[src/rtl/modinv_helper_reduce_precalc_pw.sv]
// Word-serial precalc step for the binary modular invertor.
// Sweeps the buffers twice. The UP pass goes LSW->MSW and computes r = s +/- q.
// The DOWN pass goes MSW->LSW and computes u = s >> 1 and v = r >> 1.
// It reports the s_is_odd, k_is_nul and r_is_neg flags to the invertor FSM.
// All buffer memories are synchronous-read with a 1-cycle latency, so read data
// for the word addressed at counter value c arrives at counter value c+1.
module modinv_helper_reduce_precalc_pw #(
  parameter int WORD_W            = 32,
  parameter int OPERAND_NUM_WORDS = 8,
  parameter int OPERAND_ADDR_BITS = 3,
  parameter int BUFFER_NUM_WORDS  = 9,
  parameter int BUFFER_ADDR_BITS  = 4,
  parameter int K_NUM_BITS        = 10
)(
  input  logic                         clk,
  input  logic                         rst_n,
  input  logic                         ena,
  output logic                         rdy,
  input  logic                         mode,
  input  logic [K_NUM_BITS-1:0]        k,
  output logic                         s_is_odd,
  output logic                         k_is_nul,
  output logic                         r_is_neg,
  output logic [BUFFER_ADDR_BITS-1:0]  s_addr,
  input  logic [WORD_W-1:0]            s_din,
  output logic [OPERAND_ADDR_BITS-1:0] q_addr,
  input  logic [WORD_W-1:0]            q_din,
  output logic [BUFFER_ADDR_BITS-1:0]  r_addr,
  input  logic [WORD_W-1:0]            r_din,
  output logic                         r_wren,
  output logic [WORD_W-1:0]            r_dout,
  output logic [BUFFER_ADDR_BITS-1:0]  u_addr,
  output logic [BUFFER_ADDR_BITS-1:0]  v_addr,
  output logic                         u_wren,
  output logic                         v_wren,
  output logic [WORD_W-1:0]            u_dout,
  output logic [WORD_W-1:0]            v_dout
);

  // Counter needs to reach N itself, one beyond the last address.
  localparam int CNT_W = BUFFER_ADDR_BITS + 1;
  localparam logic [CNT_W-1:0] N_LAST = CNT_W'(BUFFER_NUM_WORDS);
  localparam logic [CNT_W-1:0] N_M1   = CNT_W'(BUFFER_NUM_WORDS - 1);
  localparam logic [CNT_W-1:0] OP_N   = CNT_W'(OPERAND_NUM_WORDS);

  typedef enum logic [1:0] {ST_IDLE, ST_UP, ST_DOWN, ST_DONE} state_t;

  state_t            state, state_nxt;
  logic [CNT_W-1:0]  cnt, cnt_nxt;
  logic              start;
  logic              mode_r;
  logic              rd_phase, up_proc, dn_proc, dn_first;
  logic [CNT_W-1:0]  up_wr_idx, dn_rd_idx, dn_wr_idx;
  logic [WORD_W-1:0] q_eff, addend;
  logic [WORD_W:0]   sum_p1;
  logic              cy_p1, hs_p1, hr_p1;
  logic              hs, hr;

  // One word of the multiword add; carry-out lands in the top bit.
  function automatic logic [WORD_W:0] add_word(input logic [WORD_W-1:0] a,
                                               input logic [WORD_W-1:0] b,
                                               input logic              ci);
    return {1'b0, a} + {1'b0, b} + {{WORD_W{1'b0}}, ci};
  endfunction

  // One word of the multiword right shift; fill is the bit shifted in at the top.
  function automatic logic [WORD_W-1:0] shr_word(input logic              fill,
                                                 input logic [WORD_W-1:0] w);
    return {fill, w[WORD_W-1:1]};
  endfunction

  assign start     = ena & rdy;
  assign rd_phase  = (cnt < N_LAST);
  assign up_proc   = (state == ST_UP)   && (cnt != '0);
  assign dn_proc   = (state == ST_DOWN) && (cnt != '0);
  assign dn_first  = (state == ST_DOWN) && (cnt == CNT_W'(1));
  assign up_wr_idx = cnt - CNT_W'(1);
  assign dn_rd_idx = N_M1 - cnt;
  assign dn_wr_idx = N_LAST - cnt;

  // Words of q beyond its length read as zero; SUB adds the one's complement.
  assign q_eff  = (cnt <= OP_N) ? q_din : '0;
  assign addend = mode_r ? ~q_eff : q_eff;
  assign sum_p1 = add_word(s_din, addend, cy_p1);

  // The MSW gets a zero fill (logical) or r's sign (arithmetic, SUB only);
  // every later word takes bit 0 of the word read just before it.
  assign hs = dn_first ? 1'b0 : hs_p1;
  assign hr = dn_first ? (mode_r & r_din[WORD_W-1]) : hr_p1;

  // Next-state logic: IDLE -> UP (c=0..N) -> DOWN (c=0..N) -> DONE -> IDLE.
  always_comb begin
    state_nxt = state;
    cnt_nxt   = cnt;
    case (state)
      ST_IDLE: if (start) begin
        state_nxt = ST_UP;
        cnt_nxt   = '0;
      end
      ST_UP: if (cnt == N_LAST) begin
        state_nxt = ST_DOWN;
        cnt_nxt   = '0;
      end else begin
        cnt_nxt = cnt + CNT_W'(1);
      end
      ST_DOWN: if (cnt == N_LAST) begin
        state_nxt = ST_DONE;
        cnt_nxt   = '0;
      end else begin
        cnt_nxt = cnt + CNT_W'(1);
      end
      default: begin
        state_nxt = ST_IDLE;
        cnt_nxt   = '0;
      end
    endcase
  end

  // Control state, start-time captures and result flags.
  always_ff @(posedge clk or negedge rst_n) begin
    if (!rst_n) begin
      state    <= ST_IDLE;
      cnt      <= '0;
      rdy      <= 1'b1;
      mode_r   <= 1'b0;
      k_is_nul <= 1'b0;
      s_is_odd <= 1'b0;
      r_is_neg <= 1'b0;
    end else begin
      state <= state_nxt;
      cnt   <= cnt_nxt;
      rdy   <= (state == ST_IDLE) && !start;
      if (start) begin
        mode_r   <= mode;
        k_is_nul <= (k == '0);
      end
      if ((state == ST_UP) && (cnt == CNT_W'(1)))
        s_is_odd <= s_din[0];
      if (dn_first)
        r_is_neg <= mode_r & r_din[WORD_W-1];
    end
  end

  // ---- stage p1: word-to-word carry and shift-in bits ----
  // Inter-word datapath state; the carry is seeded with mode at start.
  always_ff @(posedge clk) begin
    if (start)
      cy_p1 <= mode;
    else if (up_proc)
      cy_p1 <= sum_p1[WORD_W];
    if (dn_proc) begin
      hs_p1 <= s_din[0];
      hr_p1 <= r_din[0];
    end
  end

  // Memory addresses, write enables and write data for the current pass.
  always_comb begin
    s_addr = '0;
    q_addr = '0;
    r_addr = '0;
    u_addr = '0;
    v_addr = '0;
    r_wren = 1'b0;
    u_wren = 1'b0;
    v_wren = 1'b0;
    r_dout = '0;
    u_dout = '0;
    v_dout = '0;
    case (state)
      ST_UP: begin
        if (rd_phase) s_addr = BUFFER_ADDR_BITS'(cnt);
        if (cnt < OP_N) q_addr = OPERAND_ADDR_BITS'(cnt);
        if (up_proc) begin
          r_addr = BUFFER_ADDR_BITS'(up_wr_idx);
          r_wren = 1'b1;
          r_dout = sum_p1[WORD_W-1:0];
        end
      end
      ST_DOWN: begin
        if (rd_phase) begin
          s_addr = BUFFER_ADDR_BITS'(dn_rd_idx);
          r_addr = BUFFER_ADDR_BITS'(dn_rd_idx);
        end
        if (dn_proc) begin
          u_addr = BUFFER_ADDR_BITS'(dn_wr_idx);
          v_addr = BUFFER_ADDR_BITS'(dn_wr_idx);
          u_wren = 1'b1;
          v_wren = 1'b1;
          u_dout = shr_word(hs, s_din);
          v_dout = shr_word(hr, r_din);
        end
      end
      default: ;
    endcase
  end

endmodule
[config.mk]
export PLATFORM = sky130hd
export DESIGN_NAME = modinv_helper_reduce_precalc_pw
export DESIGN_NICKNAME = d
export VERILOG_FILES = /design/src/rtl/modinv_helper_reduce_precalc_pw.sv
export SDC_FILE = /design/constraint.sdc
export NUM_CORES = 1
export LEC_CHECK = 0
export CORE_UTILIZATION = 35
export DETAILED_ROUTE_END_ITERATION = 8
export PLACE_DENSITY = 0.79
export REMOVE_ABC_BUFFERS = 1
export SETUP_SLACK_MARGIN = 0.02
export SLEW_MARGIN = 20
export SYNTH_ARGS = -nofsm -noshare
export SYNTH_HDL_FRONTEND = slang
export SYNTH_SLANG_ARGS = --single-unit
[constraint.sdc]
create_clock -name clk -period 4.07 [get_ports clk]
set_input_delay 0.814 -clock clk [delete_from_list [all_inputs] [get_ports clk]]
set_output_delay 0.814 -clock clk [all_outputs]
set_load 0.1 [all_outputs]
==> results of run 1 <==
==> worst min path at each step <==
| stage | depth (start not counted) | to | startpoint | slack [ps] |
|---|---|---|---|---|
| 2_1_floorplan | 0 | cnt[0] | rst_n | 520 |
| 4_1_cts | 2 | k_is_nul | k_is_nul | 500 |
| 5_1_grt | 2 | k_is_nul | k_is_nul | 540 |
| 6_report | 2 | k_is_nul | k_is_nul | 500 |
| 3_5_place_dp | 2 | k_is_nul | k_is_nul | 480 |
| 3_3_place_gp | 2 | r_is_neg | r_is_neg | 460 |
==> repair_timing <==
action                     4_1_cts  5_1_grt
pin swaps                       38       36
setup endpoints to repair       26       26
gates resized for setup         76       59
buffers inserted                13        6
gates cloned                     3        0
==> final cells by class <==
class                           instances  area (um^2)  share of cell area
Tap cell                              136          170              0.0216
Antenna cell                            1         2.50            0.000318
Multi-Input combinational cell        506         3780               0.480
Clock inverter                          1         5.00            0.000635
Inverter                               20         75.1             0.00953
Timing Repair Buffer                  346         3410               0.433
Sequential cell                        15          393              0.0499
Clock buffer                            3         41.3             0.00524
==> cells in the final DEF, fill, tap and decap left out, types with 5 or more instances in the layout <==
| master | count |
|---|---|
| nor3_1 | 6 |
| nand2_4 | 5 |
| buf_12 | 39 |
| nor2_2 | 17 |
| xor2_1 | 14 |
| inv_1 | 18 |
| o21a_1 | 8 |
| nand2_2 | 5 |
| nand4_1 | 6 |
| clkdlybuf4s50_1 | 111 |
| and3_1 | 70 |
| o211ai_1 | 5 |
| nor2_1 | 45 |
| nand3_1 | 12 |
| xnor2_1 | 36 |
| nand2_1 | 76 |
| o21ai_0 | 29 |
| xnor2_2 | 6 |
| a21oi_1 | 27 |
| ha_1 | 35 |
| buf_6 | 10 |
| buf_4 | 182 |
| dfrtp_1 | 10 |
| a21oi_2 | 13 |
==> metrics by stage <==
| step | setup slack [ps] | TNS, ps |
|---|---|---|
| CTS | -435 | -7060 |
| detailed placement | -709 | -11290 |
| global route | -704 | -12260 |
| finish | -481 | -8120 |
| global placement | -690 | -10810 |
| floorplan | -2960 | -70840 |
==> layer usage <==
metal,part of all wire,global-route usage
met5,0,0
met4,0.017,0.0665
met3,0.058,0.0286
met2,0.51,0.503
met1,0.41,0.334
==> logic make-up (layout without fill, tap and decap cells) <==
group,count (synthesis),in the layout,share of synthesized area
AND/OR/NAND/NOR,276,276,0.346
AO/OA/AOI/OAI,123,123,0.197
XOR/XNOR,61,61,0.139
multiplexers,3,3,0.00844
adder cells (fa/ha/maj),43,43,0.143
buffers and inverters,61,370,0.0643
other,0,1,0
flip-flops,15,15,0.102
==> sequential cells by signal (all words and copies together), names as in the netlist <==
signal	flops
hr_p1	1
k_is_nul	1
cy_p1	1
rdy	1
cnt	5
r_is_neg	1
hs_p1	1
mode_r	1
s_is_odd	1
state	2
==> worst register-to-register path: cells and delay by family, from the launching register on <==
family | cells | cell delay, ps
buffers and inverters | 5 | 750
AND/OR/NAND/NOR | 4 | 450
adder cells (fa/ha/maj) | 2 | 510
flip-flops | 1 | 390
AO/OA/AOI/OAI | 5 | 930
XOR/XNOR | 1 | 180
==> out/qor.csv, run 1 <==
metric;value;unit
max_freq;220;MHz
cp.required;3260;ps
drive_gt1_frac;0.380;
hold_violations;0;
end_kind;output pin;
io_buffers;231;
fin_crit;4550;ps
yosysWarnings;0;
routabilityCongestion;0.885;
antenna_found_initial;1;
clkLatencyLatePin;250;ps
drt-initial-drc-count;200;
arrival;3740;ps
crit_path_end;r_dout[30];
root_buffer;clkbuf_8;
first_global_vias;5489;
dr_total_vias;5523;
synth_ff_type;dfrtp_1;
area_growth_syn_to_layout;104;%
critPathLaunch;cnt[2];
worstPathCellList;inv_2 > ha_4 > nand2_4 > a21oi_4 > buf_6 > buf_6 > nand2_4 > xor2_2 > fa_2 > fa_2 > nand2b_4 > a21oi_4 > o211ai_1 > o211ai_1 > buf_4 > a31oi_4 > xor2_1 > nor2_2 > buf_12;
cts_hold_buffers;0;
grt_max_degree;48;
ys_seq_area_frac;0.102;
fin_skew;1.28;ps
timing.rr.end;cy_p1;
r2r_cells;17;
io_pins;232;
startpoint_type;flip-flop;
synth_top_area_frac;0.133;
path_delay_family;adder cells;
track_usage;0.272;
setup_ws;-481;ps
worst_pin_slew;977;ps
hpwl;12300;um
cts_tree;built;
slew_headroom;0.346;
max_stage_delay;390;ps
wire_per_inst;16.5;um
htree_levels;1;
cts.sinks;15;
synth_seq_cells;15;
routed_via_density;5.37;
fin_util;0.749;
die_h;107;um
r2r_slack;620;ps
outcome;finished with violations;
synthTopCellsByCount;86 x nand2_1, 70 x and3_1, 65 x nor2_1;
grt_overflow_total;0;
wl;17000;um
yosysTopAreaCell;ha_1;
instances_no_fill;1028;
coreArea;0.0105;mm^2
async_reset_ff_frac;0.800;
path_class;flip-flop to output pin;
synth_edf_count;3;
antenna_left;0;
clk_pin_slew_worst_paths;70;ps
path_buf_inv;5;
first_pass_iters;4;
postSynthCellCount;582;
post-route-drc-count;0;
clock_path_buffers;2;
yosysMostFrequentCell;nand2_1;
yosysUniqueCellTypes;52;
rows;37;
worstPathMaxFanout;3;
start_util;0.367;
timing.rr.start;cnt[2];
worstSetupPathDepth;19;
whs;502;ps
slowest_stage;dfrtp_1;
finalSetupViolCount;24;
final.fill_count;740;
cts_buffers;3;
violations;setup timing;
hold_class;flip-flop to flip-flop;
dpl_cell_area;0.00711;mm^2
stdcell_area;0.00788;mm^2
layout.nets;1045;
avgSynthCellArea;6.62;um^2
drv_slew;0;
drv_cap;0;
netlist_area;0.00385;mm^2
fp.dieW;107;um
grt_pass1_wl;25500;um
placed_cells_incl_taps;1007;
netlist_top_cells_area;ha_1 13%, and3_1 11%, xnor2_1 9.8%;
fin_crit_sh;1.12;
die-area;0.0114;mm^2
rsz0062_at_grt;yes;
Power of run 1 is left out: the tool's default activity adds up to more than one toggle a clock period on the data nets, which glitch-free logic cannot reach.
==> run 2: changes to the inputs <==
- CAP_MARGIN: unset -> 20
- CORE_MARGIN: unset -> 2
==> run 2 against run 1 <==
Cell area rose by 0.51%; core utilization is 1.6 points lower; wire length is 2.4% lower; global-route usage decreased by 1.7 points; via count decreased by 0.62%; cell count is 1.8% higher; sequential share of layout area hardly changed; register-to-register slack improved by 160 ps; the flow still finishes with violations (setup timing); worst setup slack better by 36 ps; maximum frequency increased by 0.81%; critical path depth is 2 higher.
==> out/qor.csv, run 2 (synthesis gave the netlist of run 1 again) <==
metric;value;unit
outcome;finished with violations;
violations;setup timing;
use_met3;0.0227;
hold_violations;0;
hold_class;flip-flop to flip-flop;
hold_path.startpoint;r_is_neg;
layout.nets;1060;
root_buffer;clkbuf_8;
area_growth_syn_to_layout;105;%
timing.rr.start;cnt[1];
path_delay_family;buffers and inverters;
worstPathCellList;inv_2 > ha_4 > nand2_4 > a21oi_4 > buf_6 > buf_6 > nand2_2 > xnor2_1 > ha_1 > buf_6 > o211ai_1 > a21oi_2 > buf_4 > buf_6 > o311ai_4 > and2_4 > nor2_2 > o21a_1 > nor3_2 > buf_4 > buf_12;
arrival;3700;ps
drive_gt1_frac;0.379;
finalSetupViolCount;27;
instances_no_fill;1046;
coreArea;0.0108;mm^2
worst_pin_slew;978;ps
rsz0062_at_grt;yes;
layout_commonest_cell;buf_4;
drt-initial-drc-count;228;
first_pass_iters;4;
slew_headroom;0.346;
clk_pin_slew_worst_paths;60;ps
fp.dieW;109;um
crit_top_cell;buf_6;
largest-register;cnt;
cts_hold_buffers;0;
hold_depth;2;
largest_reg_flops;5;
start_util;0.357;
grt_busiest_layer;met2;
slowest_stage;dfrtp_1;
mostFrequentLayoutCells;199 x buf_4, 111 x clkdlybuf4s50_1, 76 x nand2_1;
worstPathMaxFanout;3;
dr_total_vias;5489;
grt_max_degree;64;
post-route-drc-count;0;
max_stage_delay;380;ps
grt_util_met2;0.478;
fin_crit;4510;ps
io_pins;232;
routed_via_density;5.25;
routabilityCongestion;0.925;
startpoint_type;flip-flop;
path_buf_inv;8;
max_freq;222;MHz
wl;16600;um
die_h;109;um
wire_per_inst;15.8;um
drv_cap;0;
antenna_left;0;
htree_levels;1;
setup_ws;-444;ps
diodes;0;
largestRegisters;cnt x5, state x2;
first_global_vias;5327;
antenna_found_initial;0;
placed_cells_incl_taps;1020;
fin_crit_sh;1.11;
cp.required;3260;ps
grt_overflow_total;0;
cts_tree;built;
timing.rr.end;cy_p1;
clkLatencyLatePin;250;ps
rows;38;
hpwl;12500;um
clock_path_buffers;2;
io_buffers;231;
path_class;flip-flop to output pin;
die-area;0.0119;mm^2
r2r_slack;780;ps
r2r_cells;19;
grt_pass1_wl;25000;um
fin_skew;2.17;ps
cts.sinks;15;
cts_buffers;3;
holdPathEnd;r_is_neg;
track_usage;0.255;
met1_usage;0.324;
end_kind;output pin;
drv_slew;0;
-- run 2: cell count changes in the layout (fill, tap and decap cells not counted), moves of 3 or more --
| cell | previous run | this run |
|---|---|---|
| ha_2 | 3 | 6 |
| buf_4 | 182 | 199 |
| nor2_1 | 45 | 57 |
| nor2_2 | 17 | 7 |
| ha_1 | 35 | 30 |
-- run 2: layout make-up --
class	count	area, um^2
clock buffers	3	41.3
clock inverters	1	5.00
fillers	793	2880
inverters	20	75.1
multi-input cells	506	3710
flip-flops and latches	15	393
well taps	140	175
repair buffers	361	3520
-- run 2: tightest hold or removal path, delay by kind of cell, from the launching register on --
kind / cells / cell delay, ps
flip-flops: 1 / 350
AND/OR/NAND/NOR: 1 / 50
AO/OA/AOI/OAI: 1 / 50
-- run 2: what timing repair did --
action	4_1_cts	5_1_grt
setup buffers	14	9
cloned	0	0
pin swaps	36	48
gates resized for setup	47	68
setup endpoints to repair	27	27
-- run 2: how the worst max path moves through the flow --
stage,cells past startpoint,start,to
after floorplan,15,cnt[2],r_dout[20]
after global placement,15,q_din[0],r_dout[30]
after detailed placement,15,q_din[0],r_dout[30]
after CTS,19,cnt[2],r_dout[26]
after global routing,17,cnt[1],r_dout[31]
final,21,cnt[1],r_dout[20]
-- run 2: stage by stage --
step                      utilization  setup TNS [ps]  area [um^2]  worst slack (ps)  hold WS [ps]
after global routing            0.733          -12220         7920              -600           539
after global placement          0.664           -9600         7170              -621           464
after floorplan                     -          -70840         3680             -2960           518
after detailed placement        0.664           -9700         7170              -607           469
after CTS                       0.696           -7760         7510              -435           484
final                           0.733           -8520         7920              -444           482
-- run 2: routing by layer --
metal,share of wire,up-vias
met2,0.51,174
met4,0.016,0
met3,0.052,24
met5,0,-
li1,-,2677
met1,0.42,2614
Power of run 2 is left out for the same reason.
==> run 3: changes to the inputs <==
- clock period: 4.07 -> 4.1 ns (I/O delays scaled with it)
==> run 3 against run 2 <==
The flow still finishes with violations (setup timing); non-clock buffer count down 7; register-to-register slack better by 50 ps; core utilization down 0.38 points; wire length up 4.1%; critical path depth down 2; highest routed layer unchanged; clock-buffer cell count unchanged.
==> out/qor.csv, run 3 (synthesis gave the netlist of run 1 again) <==
metric;value;unit
outcome;finished with violations;
violations;setup timing;
end_kind;output pin;
final.fill_count;824;
instances_no_fill;1039;
first_pass_iters;5;
path_class;flip-flop to output pin;
drv_slew;0;
place_ws;-580;ps
hold_class;flip-flop to flip-flop;
start_util;0.357;
arrival;3750;ps
stdcell_area;0.00788;mm^2
worstPathMaxFanout;8;
grt_max_degree;64;
io_buffers;231;
startpoint_type;flip-flop;
fp.dieW;109;um
mostFrequentLayoutCells;194 x buf_4, 110 x clkdlybuf4s50_1, 81 x nand2_1;
cts.sinks;15;
root_buffer;clkbuf_8;
rsz0062_at_grt;yes;
wire_per_inst;16.6;um
seq_area;393;um^2
layout.nets;1053;
antenna_left;0;
clk_pin_slew_worst_paths;60;ps
rows;38;
layout_commonest_cell;buf_4;
routabilityCongestion;0.925;
fin_crit;4570;ps
largestRegisters;cnt x5, state x2;
cp.required;3280;ps
first_global_vias;5481;
htree_levels;1;
dr_total_vias;5538;
clock_path_buffers;2;
routed_via_density;5.33;
hpwl;12600;um
slew_headroom;0.349;
track_usage;0.266;
largest-register;cnt;
cts_tree;built;
die-area;0.0119;mm^2
grt_pass1_wl;25900;um
placed_cells_incl_taps;1019;
max_freq;219;MHz
hold_violations;0;
antenna_found_initial;0;
grt_overflow_total;0;
io_pins;232;
cts_hold_buffers;0;
diodes;0;
drt-initial-drc-count;258;
fin_util;0.730;
finalSetupViolCount;25;
cts_buffers;3;
fin_skew;2.78;ps
wl;17200;um
fin_crit_sh;1.11;
worst_pin_slew;973;ps
clkLatencyLatePin;250;ps
dpl_cell_area;0.00716;mm^2
largest_reg_flops;5;
coreArea;0.0108;mm^2
drive_gt1_frac;0.380;
post-route-drc-count;0;
setup_ws;-468;ps
die_h;109;um
drv_cap;0;
area_growth_syn_to_layout;104;%
multi_input_area;0.00374;mm^2
-- run 3: cell count changes in the layout (fill, tap and decap cells not counted), moves of 2 or more --
cell	change
nand2_2	-6
nor2_1	-8
ha_2	-2
xnor2_2	+2
buf_4	-5
a21oi_2	+2
xnor2_1	-2
nand2_1	+5
nor2_2	+9
ha_1	+3
-- run 3: cell type report --
class                   instances  area share
flip-flops and latches         15      0.0499
clock inverters                 1    0.000636
multi-input cells             506       0.475
repair buffers                354       0.438
clock buffers                   3     0.00524
inverters                      20     0.00953
well taps                     140      0.0222
-- run 3: per-stage QoR --
stage	setup TNS, ps	hold slack [ps]
finish	-7560	482
global route	-11440	539
CTS	-6110	484
detailed placement	-9250	469
global placement	-9140	464
floorplan	-69780	524
-- run 3: final timing paths --
| check | slack [ps] | from | cells past startpoint | end |
|---|---|---|---|---|
| max | -470 | cnt[1] | 19 | r_dout[25] |
| min reg2reg | 480 | k_is_nul | 2 | k_is_nul |
| min in group asynchronous | 960 | rst_n | 1 | r_is_neg |
| max in group asynchronous | 2690 | rst_n | 1 | mode_r |
| max reg2reg | 830 | cnt[1] | 16 | cy_p1 |
| min | 480 | k_is_nul | 2 | k_is_nul |
-- run 3: critical path, stage by stage (launching register included) --
cell and delay (ps):
dfrtp_1 380, inv_2 80, ha_4 150, nand2_4 50, a21oi_4 240, buf_6 190
nand2_1 70, xnor2_1 130, ha_1 400, buf_6 140, and4_4 230, nand3_1 110
a21oi_2 190, o31ai_4 110, buf_4 150, a311oi_2 280, nor3_1 100, nor3_2 170
buf_4 140, buf_12 170
-- run 3: layer usage --
metal  up-vias  global-route usage  part of all wire
li1       2675                   -                 -
met3        40              0.0311             0.052
met1      2616               0.325              0.41
met4         0              0.0668             0.025
met5         -                   0                 0
met2       207               0.492              0.52
-- run 3: repair_timing --
item	4_1_cts	5_1_grt
buffers inserted	11	7
setup endpoints to repair	27	26
resized for setup	75	47
pin swaps	45	28
Power of run 3 is left out for the same reason.
